`src/rtl/fetch_pkg.sv`:
```
// Shared types and constants for the instruction fetch stage.
package fetch_pkg;

   localparam int XLEN = 32;
   localparam logic [XLEN-1:0] PC_INC = 32'd4;

   typedef struct packed {
      logic [31:0] instr;
      logic [31:0] pc;
   } fetch_entry_t;

   function automatic logic [XLEN-1:0] word_align(input logic [XLEN-1:0] addr);
      return addr & ~(XLEN'(3));
   endfunction

endpackage

```
`src/rtl/fetch_fifo.sv`:
```
// Synchronous FIFO of {instr, pc} entries; wrap-around pointers carry one
// extra bit so full and empty are distinguished without a separate flag.
module fetch_fifo
   import fetch_pkg::*;
#(
   parameter int DEPTH = 4,
   localparam int AW = $clog2(DEPTH)
) (
   input  logic         clock,
   input  logic         resetN,
   input  logic         flush,
   input  logic         push,
   input  fetch_entry_t pushData,
   input  logic         pop,
   output fetch_entry_t head,
   output logic [AW:0]  count
);

   fetch_entry_t mem_q [DEPTH];
   logic [AW:0] wr_ptr_q, wr_ptr_d;
   logic [AW:0] rd_ptr_q, rd_ptr_d;
   logic        do_push, do_pop;

   assign count   = wr_ptr_q - rd_ptr_q;
   assign do_push = push && !flush;
   assign do_pop  = pop && (count != '0);

   always_comb begin
      wr_ptr_d = wr_ptr_q;
      rd_ptr_d = rd_ptr_q;
      if (flush) begin
         rd_ptr_d = wr_ptr_q;
      end else begin
         if (do_push) wr_ptr_d = wr_ptr_q + 1'b1;
         if (do_pop)  rd_ptr_d = rd_ptr_q + 1'b1;
      end
   end

   always_ff @(posedge clock) begin
      if (!resetN) begin
         wr_ptr_q <= '0;
         rd_ptr_q <= '0;
      end else begin
         wr_ptr_q <= wr_ptr_d;
         rd_ptr_q <= rd_ptr_d;
      end
   end

   // Storage is not reset; occupancy alone decides which entries are live.
   always_ff @(posedge clock) begin
      if (do_push) mem_q[wr_ptr_q[AW-1:0]] <= pushData;
   end

   assign head = mem_q[rd_ptr_q[AW-1:0]];

endmodule

```
`src/rtl/instr_fetch_unit.sv`:
```
// Fetch stage: owns the fetch PC, issues credit-limited word requests and
// buffers in-order responses for the datapath; redirects drop stale returns.
module instr_fetch_unit
   import fetch_pkg::*;
#(
   parameter logic [XLEN-1:0] RESET_PC = 32'h0000_0000,
   parameter int DEPTH   = 4,
   parameter int MAX_OUT = 2,
   localparam int CW = $clog2(DEPTH)
) (
   input  logic        clock,
   input  logic        resetN,
   output logic        memReqValid,
   input  logic        memReqReady,
   output logic [31:0] memReqAddr,
   input  logic        memRespValid,
   input  logic [31:0] memRespData,
   output logic        instrValid,
   input  logic        instrReady,
   output logic [31:0] instr,
   output logic [31:0] instrPc,
   input  logic        redirectValid,
   input  logic [31:0] redirectTarget,
   output logic [CW:0] fifoCount,
   output logic        errStray
);

   localparam int OW = $clog2(MAX_OUT + 1);
   localparam int SW = CW + OW + 2;

   logic [XLEN-1:0] fetch_pc_q, fetch_pc_d;
   logic [XLEN-1:0] resp_pc_q, resp_pc_d;
   logic [OW-1:0]   out_q, out_d;
   logic [OW-1:0]   drop_q, drop_d;
   logic            err_q, err_d;

   logic [CW:0]     fifo_count;
   fetch_entry_t    fifo_head;
   fetch_entry_t    push_entry;
   logic [SW-1:0]   inflight;
   logic            credit_ok, fire, pop, push, resp_tracked;
   logic [XLEN-1:0] target;

   // Entries already buffered plus live (non-stale) requests must fit the FIFO.
   assign inflight  = SW'(fifo_count) + SW'(out_q) - SW'(drop_q);
   assign credit_ok = inflight < SW'(DEPTH);

   assign memReqValid  = resetN && !redirectValid && (out_q < OW'(MAX_OUT)) && credit_ok;
   assign memReqAddr   = resetN ? fetch_pc_q : '0;
   assign fire         = memReqValid && memReqReady;
   assign resp_tracked = memRespValid && (out_q != '0);
   assign push         = resp_tracked && (drop_q == '0) && !redirectValid;
   assign pop          = instrValid && instrReady;
   assign target       = word_align(redirectTarget);
   assign push_entry   = '{instr: memRespData, pc: resp_pc_q};

   always_comb begin
      fetch_pc_d = fetch_pc_q;
      resp_pc_d  = resp_pc_q;
      out_d      = out_q;
      drop_d     = drop_q;
      err_d      = err_q | (memRespValid && (out_q == '0));

      case ({fire, resp_tracked})
         2'b10:   out_d = out_q + OW'(1);
         2'b01:   out_d = out_q - OW'(1);
         default: out_d = out_q;
      endcase

      if (redirectValid) begin
         fetch_pc_d = target;
         resp_pc_d  = target;
         drop_d     = out_q - OW'(resp_tracked);
      end else begin
         if (fire) fetch_pc_d = fetch_pc_q + PC_INC;
         if (push) resp_pc_d  = resp_pc_q + PC_INC;
         if (resp_tracked && (drop_q != '0)) drop_d = drop_q - OW'(1);
      end
   end

   always_ff @(posedge clock) begin
      if (!resetN) begin
         fetch_pc_q <= RESET_PC;
         resp_pc_q  <= RESET_PC;
         out_q      <= '0;
         drop_q     <= '0;
         err_q      <= 1'b0;
      end else begin
         fetch_pc_q <= fetch_pc_d;
         resp_pc_q  <= resp_pc_d;
         out_q      <= out_d;
         drop_q     <= drop_d;
         err_q      <= err_d;
      end
   end

   fetch_fifo #(
      .DEPTH (DEPTH)
   ) u_fifo (
      .clock    (clock),
      .resetN   (resetN),
      .flush    (redirectValid),
      .push     (push),
      .pushData (push_entry),
      .pop      (pop),
      .head     (fifo_head),
      .count    (fifo_count)
   );

   assign fifoCount  = fifo_count;
   assign instrValid = fifo_count != '0;
   assign instr      = instrValid ? fifo_head.instr : '0;
   assign instrPc    = instrValid ? fifo_head.pc : '0;
   assign errStray   = err_q;

endmodule
```
`config.mk`:
```
export PLATFORM = sky130hd
export DESIGN_NAME = instr_fetch_unit
export DESIGN_NICKNAME = d
export VERILOG_FILES = /design/src/rtl/fetch_pkg.sv /design/src/rtl/fetch_fifo.sv /design/src/rtl/instr_fetch_unit.sv
export SDC_FILE = /design/constraint.sdc
export NUM_CORES = 1
export LEC_CHECK = 0
export CAP_MARGIN = 10
export CORE_AREA = 2 2 202 204
export DETAILED_ROUTE_END_ITERATION = 12
export DIE_AREA = 0 0 204 206
export PLACE_DENSITY_LB_ADDON = 0.25
export SLEW_MARGIN = 25
export SYNTH_ARGS = -nofsm -noshare
export SYNTH_HDL_FRONTEND = slang
export SYNTH_SLANG_ARGS = --single-unit
```
`constraint.sdc`:
```
create_clock -name clock -period 13.05 [get_ports clock]
set_clock_uncertainty 0.1 [all_clocks]
set_input_delay 2.61 -clock clock [delete_from_list [all_inputs] [get_ports clock]]
set_output_delay 2.61 -clock clock [all_outputs]
set_load 0.005 [all_outputs]
```
==> metrics.csv, run 1 <==
stage;metric;value;unit
layout;share of cells above drive strength 1;12.9;%
cts;H-tree depth;2;
timing;final setup fails;0;
critical_path;crit path DAT;4.86;ns
drt;WL met3;1610;um
synthesis;Avg Cell Area, Syn;14.4;um^2
run;max_cap viols;0;
critical_path;Worst Path Required;10.34;ns
floorplanning;Initial Util;34.4;%
drt;wire per inst;19.4;um
synthesis;synth top area cells;edfxtp_1 (54%), dfxtp_1 (11%), mux4_2 (10%);
cts;CTS tree;yes;
drt;met1 wire length;15200;um
timing;FMAX;0.132;GHz
synthesis;Synth Warn #;0;
min_path;worst min path class;reg -> reg;
critical_path;Setup CP Type;in -> out;
global_routing;largest net degree at the start of global routing;80;
placement;PortBufs;165;
cts;CTS root buffer;clkbuf_16;
global_routing;Tot GR Track Use;15.6;%
global_routing;global route overflow;0;
drt;WL final;32500;um
synthesis;most frequent cells after synthesis;edfxtp_1 (248), and2_1 (95), dfxtp_1 (73);
placement;Place WS;5.44;ns
synthesis;#FFs+latches synth;321;
drt;vias per cell;5.11;
floorplanning;Die ar.;42000;um^2
drt;Met2 Wirelength;15100;um
floorplanning;top-level I/O count;172;
timing;RSZ-0062 raised after global routing;no;
critical_path;Crit Path Max Fanout;55;
synthesis;fraction of registers with async set/reset;0;%
critical_path;Reg2Reg Depth;13;
drt;uppermost layer routed;met4;
timing;Setup TNS;0;ns
layout;post-route cell area;17200;um^2
synthesis;cell count after synthesis;957;
drt;Final ANT Viol Nets;0;
global_routing;vias in the first global route;8664;
status;status;completed;
cts;CTS Sinks;321;
synthesis;number of flops mapped to enable cells by yosys;248;
synthesis;Distinct cells, synth;55;
synthesis;post-synthesis sequential area ratio;64.5;%
timing;Slew Viols, Final;0;
global_routing;first-pass GRT wire length;50600;um
layout;Filler Cells Inserted;3681;
drt;DRC;0;
drt;initial drt markers;442;
critical_path;startpoint types;primary input;
cts;clock slew at reported path FFs;0.05;ns
critical_path;Reg2Reg Launch Point;u_fifo.wr_ptr_q[0];
timing;Hold WS;0.375;ns
floorplanning;Die Span Y;206;um
pwr;peak supply drop;0.0000659;V
cts;Worst-Skew Late Latency;0.52;ns
critical_path;Worst setup EP type;primary output;
pwr;Static Leak;5.52;nW
placement;detailed placement HPWL;19500;um
cts;TritonCTS buffer count;37;
cts;CTS Buffer Depth;3;
cts;postcts setup bufs;0;
pwr;pwr/cell area;142;nW/um^2
synthesis;most common cell in the netlist;edfxtp_1;
cts;Post-CTS Hold Buffers;0;
layout;# nets final;1202;
timing;final number of hold-violating endpoints;0;
synthesis;Synth Cell Area;13800;um^2
synthesis;Synth top area share;53.9;%
drt;DRT Pass-1 Iters;5;
layout;area grow syn2layout;24.8;%
min_path;hold path start;errStray;
cts;post-CTS resize count;0;
floorplanning;Cell Rows;74;
synthesis;Synth Flop Type;edfxtp_1;
floorplanning;Die W;204;um
timing;final worst-path setup slack;5.48;ns
timing;worst slew pin tran;1.01;ns
placement;dpl cell area;16000;um^2
timing;Tcrit/Tclk final;58.0;%
drt;vias after detailed routing;8556;
global_routing;antenna violations before repair;0;
min_path;worst hold stages;2;
timing;normalized max-slew margin;32.9;%
synthesis;Yosys top cell by area;edfxtp_1;
timing;min Tclk post-route;7.57;ns
floorplanning;core box area;40200;um^2
placement;Final Wtd Congestion;0.781;
layout;antenna cells;0;
critical_path;Worst setup startpoint;resetN;
-- flip-flops by register name (all words and copies together), names as in the netlist, named ones only --
name,flops
u_fifo.wr_ptr_q,3
u_fifo.mem_q,248
fetch_pc_q,30
u_fifo.rd_ptr_q,3
out_q,2
errStray,1
resp_pc_q,30
drop_q,2
-- kinds of logic after synthesis --
group	count (synthesis)	synth area share (%)
AO/OA/AOI/OAI	120	5.88
XOR/XNOR	34	2.27
adder cells (fa/ha/maj)	17	1.65
buffers and inverters	83	2.49
flip-flops	321	64.5
multiplexers	66	10.4
other	1	0.0271
AND/OR/NAND/NOR	315	12.8
-- metrics by stage --
stage | std cells | power [mW] | utilization, %
finish | 1674 | 2.45 | 42.9
global route | 1674 | 2.55 | 42.9
global placement | 1608 | 1.43 | 39.8
detailed placement | 1608 | 1.43 | 39.8
floorplan | 960 | 1.29 | -
CTS | 1674 | 2.49 | 42.9
-- per-layer routing --
metal / track usage, % / vias up
met2: 24.6 / 252
met3: 3.00 / 40
met4: 4.04 / 0
met5: 0 / -
li1: - / 4026
met1: 22.1 / 4238
-- critical path, stage by stage --
cell	delay [ns]
clkdlybuf4s50_1	0.45
buf_4	0.39
inv_1	0.32
buf_4	0.36
nor2_1	0.16
clkdlybuf4s50_1	0.52
-- layout make-up --
class                      instances  area (um^2)  area share (%)
clock buffer                      45         1010            5.85
tap                              532          666            3.86
multi-input combinational        556         4600            26.7
inverter                          22         82.6           0.479
sequential                       321         8910            51.7
timing repair buffer             177         1740            10.1
clock inverter                    21          235            1.36
-- power breakdown --
group | internal (mW) | switching, mW | total (mW)
sequential | 1.12 | 0.0288 | 1.15
clock | 0.649 | 0.400 | 1.05
combinational | 0.141 | 0.111 | 0.252
-- worst paths after layout --
kind	slack, ns	to
worst max register to register	7.97	out_q[1]
worst min-delay path	0.38	errStray
worst max-delay path	5.48	memReqAddr[24]
worst min register to register	0.38	errStray
-- layout by cell type, fill, tap and decap left out, types with 4 or more instances in the layout --
| master | synthesis | final |
|---|---|---|
| or4_1 | 8 | 8 |
| and3_2 | 0 | 4 |
| clkbuf_1 | 44 | 5 |
| dfxtp_1 | 73 | 71 |
| ha_1 | 15 | 15 |
| xor2_1 | 14 | 14 |
| o311ai_0 | 8 | 8 |
| xnor2_1 | 19 | 19 |
| a211oi_1 | 6 | 6 |
| mux2i_1 | 4 | 4 |
| nor3_1 | 9 | 9 |
| nor3b_1 | 4 | 4 |
| nand3_1 | 42 | 42 |
| or3_1 | 17 | 16 |
| and4_1 | 9 | 9 |
| clkdlybuf4s50_1 | 0 | 165 |
| o211ai_1 | 7 | 7 |
| clkbuf_16 | 0 | 39 |
| clkinv_2 | 0 | 5 |
| nand2_1 | 46 | 46 |
| a31oi_1 | 23 | 23 |
| a21oi_1 | 22 | 22 |
| edfxtp_1 | 248 | 248 |
| o21ai_0 | 24 | 24 |
| clkinv_1 | 1 | 7 |
| buf_4 | 4 | 12 |
| conb_1 | 1 | 4 |
| bufinv_16 | 0 | 5 |
| and3_1 | 11 | 7 |
| nor2_1 | 32 | 32 |
| and2_1 | 95 | 95 |
| a32oi_1 | 13 | 13 |
| nand4_1 | 21 | 21 |
| nor4_1 | 9 | 8 |
| mux4_2 | 62 | 62 |
| inv_1 | 20 | 20 |
Note: power is estimated with default switching activity, not from simulation.
==> inputs of run 2 (changes only) <==
clock period = 6.7 ns   (was 13.05 ns; I/O delays follow)
==> run 2 against run 1 <==
  * Total power rose by 86%
  * Critical path depth rose by 4
  * Setup slack worse by 4.3 ns
  * Wire length grew 0.84%
  * Sequential power up 96%
  * Via count increased by 0.23%
  * First-iteration DRC count is 26% higher
  * Hold slack better by 0.016 ns
  * Core utilization is 0.32 points lower
  * Critical endpoint is now memReqValid
  * Largest cell class unchanged
  * Largest power group unchanged
==> metrics.csv, run 2 (synthesized netlist as in run 1, its figures left out) <==
stage;metric;value;unit;change
cts;postcts setup bufs;0;;unchanged
timing;Tcrit/Tclk final;82.0;%;
global_routing;Tot GR Track Use;15.6;%;+0.017 points
min_path;worst min path class;reg -> reg;;
timing;worst slew pin tran;0.976;ns;-0.0300 ns
pwr;Clock Power Share;40.3;%;-2.5 points
cts;H-tree depth;2;;unchanged
floorplanning;core box area;40200;um^2;unchanged
critical_path;crit path DAT;4.06;ns;-0.80 ns
floorplanning;Die Span Y;206;um;unchanged
status;status;completed;;
timing;RSZ-0062 raised after global routing;no;;
pwr;P_sw;1.01;mW;+87%
global_routing;largest net degree at the start of global routing;72;;-10%
cts;CTS tree;yes;;
drt;vias after detailed routing;8576;;+0.23%
global_routing;vias in the first global route;8625;;-0.45%
critical_path;Crit Path Max Fanout;5;;-91%
pwr;Logic pwr share;10.5;%;+0.2 points
floorplanning;Cell Rows;74;;unchanged
timing;Hold WS;0.392;ns;+0.0164 ns
critical_path;CP cell instances;inv_1 > ha_1 > inv_1 > fa_1 > fa_1 > ha_1 > nor4bb_1 > o31a_1 > o221a_2 > clkdlybuf4s50_1;;
timing;final number of hold-violating endpoints;0;;unchanged
floorplanning;top-level I/O count;172;;unchanged
cts;TritonCTS buffer count;35;;-5.4%
layout;most common cell after layout, fill and taps aside;edfxtp_1;;
layout;area grow syn2layout;23.8;%;
cts;post-CTS resize count;0;;unchanged
timing;min Tclk post-route;5.50;ns;
critical_path;Worst Path Required;5.26;ns;-5.08 ns
placement;Place WS;1.64;ns;-3.80 ns
drt;DRT Pass-1 Iters;5;;unchanged
cts;Worst-Skew Late Latency;0.51;ns;about the same
cts;CTS root buffer;clkbuf_16;;
pwr;Int Pwr;3.56;mW;+86%
drt;WL final;32700;um;+0.84%
critical_path;startpoint types;register;;
floorplanning;Die ar.;42000;um^2;unchanged
pwr;Static Leak;5.45;nW;-1.2%
pwr;pwr/cell area;267;nW/um^2;+88%
run;max_cap viols;0;;unchanged
critical_path;Worst setup EP type;primary output;;
cts;Post-CTS Hold Buffers;0;;unchanged
placement;detailed placement HPWL;20800;um;+6.7%
layout;Largest register FFs;248;;unchanged
timing;FMAX;0.182;GHz;
global_routing;first-pass GRT wire length;50700;um;+0.18%
critical_path;Reg2Reg Launch Point;u_fifo.wr_ptr_q[0];;
drt;Final ANT Viol Nets;0;;unchanged
layout;Core Util, Final;42.6;%;-0.32 points
cts;CTS Sinks;321;;unchanged
timing;final setup fails;0;;unchanged
global_routing;antenna violations before repair;0;;unchanged
timing;normalized max-slew margin;34.9;%;+2.0 points
drt;wire per inst;19.6;um;+0.90%
timing;Setup TNS;0;ns;unchanged
floorplanning;Die W;204;um;unchanged
pwr;Reg power frac;49.2;%;+2.3 points
drt;initial drt markers;558;;+26%
cts;CTS Buffer Depth;3;;unchanged
cts;clock slew at reported path FFs;0.06;ns;about the same
critical_path;Crit path largest cell delay;0.62;ns;+0.10 ns
layout;share of cells above drive strength 1;12.4;%;-0.51 points
placement;PortBufs;165;;unchanged
pwr;Total Power;4.57;mW;+86%
min_path;hold path start;errStray;;
floorplanning;Initial Util;34.4;%;unchanged
drt;vias per cell;5.13;;+0.29%
timing;final worst-path setup slack;1.20;ns;-4.28 ns
global_routing;global route overflow;0;;unchanged
pwr;Net Sw Frac;22.1;%;+0.11 points
placement;Final Wtd Congestion;0.801;;+2.5%
critical_path;Setup CP Type;reg -> out;;
layout;commonest non-fill, non-tap cells in the layout;edfxtp_1 (248), clkdlybuf4s50_1 (165), and2_1 (95);;
critical_path;Worst setup startpoint;u_fifo.wr_ptr_q[0];;
critical_path;slowest CP cell;nor4bb_1;;
timing;Slew Viols, Final;0;;unchanged
pwr;peak supply drop;0.000134;V;+100%
drt;DRC;0;;unchanged
layout;# nets final;1203;;+0.083%
layout;antenna cells;0;;unchanged
==> run 2: final cells by class <==
class / instances / area (um^2)
Tap cell: 532 / 666
Fill cell: 3651 / 23100
Clock inverter: 12 / 113
Multi-Input combinational cell: 556 / 4590
Sequential cell: 321 / 8910
Timing Repair Buffer: 180 / 1760
Clock buffer: 50 / 985
Inverter: 22 / 82.6
==> run 2: through the flow <==
step                instance area (um^2)  std cells
floorplan                          13800        960
global placement                   16000       1611
detailed placement                 16000       1611
CTS                                17100       1673
global route                       17100       1673
finish                             17100       1673
==> run 2: power groups by stage <==
stage / clock network (mW) / registers (mW) / logic [mW]
after detailed placement: 0 / 2.29 / 0.489
after global placement: 0 / 2.29 / 0.486
final: 1.84 / 2.25 / 0.479
after floorplan: 0 / 2.25 / 0.252
after CTS: 1.90 / 2.25 / 0.491
after global routing: 1.98 / 2.26 / 0.529
==> run 2: final timing paths <==
path / endpoint / slack [ns] / cells past startpoint
worst max-delay path: memReqValid / 1.20 / 10
worst min-delay path: errStray / 0.39 / 2
worst max register to register: out_q[1] / 1.59 / 13
worst min register to register: errStray / 0.39 / 2
==> run 2: critical path, delay by kind of cell, from the launching register on <==
| family | cells | cell delay (ns) |
|---|---|---|
| buffers and inverters | 3 | 0.67 |
| adder cells (fa/ha/maj) | 4 | 1.40 |
| AO/OA/AOI/OAI | 2 | 0.45 |
| AND/OR/NAND/NOR | 1 | 0.62 |
| flip-flops | 1 | 0.41 |
==> run 2: routing by layer <==
layer / part of all wire (%) / track usage [%] / vias to the layer above / wire length, um
met4: 1.7 / 3.44 / 0 / 546
li1: - / - / 4011 / -
met2: 46 / 25.5 / 267 / 15100
met1: 46 / 21.8 / 4254 / 15100
met3: 6.2 / 2.79 / 44 / 2030
met5: 0 / 0 / - / 0
==> inputs of run 3 (changes only) <==
clock period = 4.9 ns   (was 6.7 ns; I/O delays follow)
==> run 3 against run 2 <==
  * Total power increased by 42%
  * Flip-flop and latch count unchanged
  * Final cell count rose by 0.42%
  * Sequential power rose by 36%
  * Non-clock buffer count grew 4
==> metrics.csv, run 3 (synthesized netlist as in run 1, its figures left out) <==
stage;metric;value;unit;change
critical_path;crit path DAT;3.52;ns;-0.54 ns
critical_path;Setup CP Type;reg -> out;;
layout;# nets final;1209;;+0.50%
timing;Tcrit/Tclk final;93.9;%;
global_routing;largest net degree at the start of global routing;71;;-1.4%
layout;Largest register FFs;248;;unchanged
min_path;worst min path class;reg -> reg;;
floorplanning;Cell Rows;74;;unchanged
drt;Final ANT Viol Nets;0;;unchanged
timing;Slew Viols, Final;0;;unchanged
layout;area grow syn2layout;26.0;%;
timing;RSZ-0062 raised after global routing;no;;
drt;vias per cell;5.13;;+0.14%
critical_path;Worst setup EP type;primary output;;
timing;FMAX;0.217;GHz;
drt;wire per inst;19.5;um;-0.21%
drt;met1 wire length;15000;um;-0.60%
layout;Final Instance Count excl. Fillers;1680;;+0.42%
layout;Filler Cells Inserted;3665;;+0.38%
drt;WL met3;1960;um;-3.6%
drt;vias after detailed routing;8624;;+0.56%
timing;worst slew pin tran;0.724;ns;-0.252 ns
critical_path;Worst Path Required;3.82;ns;-1.44 ns
drt;DRC;0;;unchanged
global_routing;vias in the first global route;8594;;-0.36%
floorplanning;Initial Util;34.4;%;unchanged
timing;min Tclk post-route;4.60;ns;
critical_path;Crit Path Max Fanout;5;;unchanged
timing;Setup TNS;0;ns;unchanged
global_routing;antenna violations before repair;0;;unchanged
placement;PortBufs;165;;unchanged
cts;CTS tree;yes;;
timing;final setup fails;0;;unchanged
global_routing;global route overflow;0;;unchanged
layout;most common cell after layout, fill and taps aside;edfxtp_1;;
drt;initial drt markers;452;;-19%
floorplanning;Die W;204;um;unchanged
floorplanning;core box area;40200;um^2;unchanged
layout;share of cells above drive strength 1;13.8;%;+1.4 points
timing;Hold WS;0.376;ns;-0.0163 ns
drt;uppermost layer routed;met4;;
placement;detailed placement HPWL;20800;um;+0.24%
global_routing;first-pass GRT wire length;50000;um;-1.5%
layout;antenna cells;0;;unchanged
pwr;peak supply drop;0.000201;V;+50%
cts;clock slew at reported path FFs;0.06;ns;about the same
cts;CTS Sinks;321;;unchanged
global_routing;Tot GR Track Use;15.5;%;-0.080 points
floorplanning;Die Span Y;206;um;unchanged
cts;H-tree depth;2;;unchanged
placement;Final Wtd Congestion;0.783;;-2.1%
pwr;pwr/cell area;373;nW/um^2;+40%
pwr;Total Power;6.49;mW;+42%
cts;CTS Buffer Depth;3;;unchanged
floorplanning;Die ar.;42000;um^2;unchanged
timing;normalized max-slew margin;51.8;%;+17 points
timing;final number of hold-violating endpoints;0;;unchanged
cts;TritonCTS buffer count;37;;+5.7%
status;status;completed;;
floorplanning;top-level I/O count;172;;unchanged
placement;placed cells;1614;;+0.19%
run;max_cap viols;0;;unchanged
layout;commonest non-fill, non-tap cells in the layout;edfxtp_1 (248), clkdlybuf4s50_1 (164), and2_1 (95);;
drt;Met2 Wirelength;15300;um;+1.3%
drt;DRT Pass-1 Iters;4;;-1
critical_path;startpoint types;register;;
pwr;Static Leak;5.60;nW;+2.8%
drt;WL final;32800;um;+0.20%
cts;CTS root buffer;clkbuf_16;;
cts;Worst-Skew Late Latency;0.52;ns;about the same
==> run 3: changes by cell type in the layout (fill, tap and decap cells not counted), moves of 2 or more <==
cell       change
buf_12         +8
buf_4          -4
clkbuf_1       -4
bufinv_16      +2
clkbuf_16      +2
clkinv_2       +2
==> run 3: worst paths after layout <==
| kind | cells after the start | end | from | slack, ns |
|---|---|---|---|---|
| max reg2reg | 13 | fetch_pc_q[17] | u_fifo.wr_ptr_q[0] | 1.01 |
| max | 11 | memReqValid | u_fifo.wr_ptr_q[0] | 0.30 |
| min | 2 | errStray | errStray | 0.38 |
| min reg2reg | 2 | errStray | errStray | 0.38 |
==> run 3: final cells by class <==
| class | count | area (um^2) | area share (%) |
|---|---|---|---|
| sequential | 321 | 8920 | 51.2 |
| multi-input combinational | 556 | 4640 | 26.6 |
| timing repair buffer | 184 | 1900 | 10.9 |
| clock buffer | 49 | 1030 | 5.93 |
| tap | 532 | 666 | 3.82 |
| clock inverter | 16 | 188 | 1.08 |
| inverter | 22 | 82.6 | 0.474 |
==> run 3: what timing repair did <==
action | 4_1_cts | 5_1_grt
gates cloned | 0 | 0
gates resized for setup | 5 | 4
pin swaps | 1 | 4
endpoints found under the setup margin | 1 | 1
hold buffers | 0 | 0
setup buffers | 1 | 0
hold endpoints to repair | 0 | 0
==> run 3: stage by stage <==
stage	util, %	worst slack (ns)	cell area (um^2)
after floorplan	-	0.568	13800
after global placement	40.2	0.318	16100
after detailed placement	40.2	0.257	16100
after CTS	43.3	0.0354	17400
after global routing	43.3	0.121	17400
final	43.3	0.301	17400
==> run 3: per-layer routing <==
| layer | vias up | track usage, % |
|---|---|---|
| met5 | - | 0 |
| li1 | 4055 | - |
| met4 | 0 | 4.04 |
| met2 | 277 | 25.1 |
| met3 | 40 | 2.66 |
| met1 | 4252 | 21.7 |
==> run 3: power breakdown <==
group          switching, mW  internal, mW  leakage, nW  total, mW
clock network           1.05          1.69        0.592       2.74
registers             0.0816          2.98         2.85       3.06
logic                  0.288         0.396         2.16      0.684
total                   1.42          5.07         5.60       6.49
==> run 3: critical path, stage by stage (launching register included) <==
cell and delay [ns]:
dfxtp_4 0.36, inv_1 0.09, ha_1 0.15, inv_1 0.06, fa_2 0.60, fa_1 0.46, ha_4 0.29, nor4bb_4 0.34
buf_4 0.18, nor4_4 0.04, o221a_2 0.27, dlymetal6s2s_1 0.15
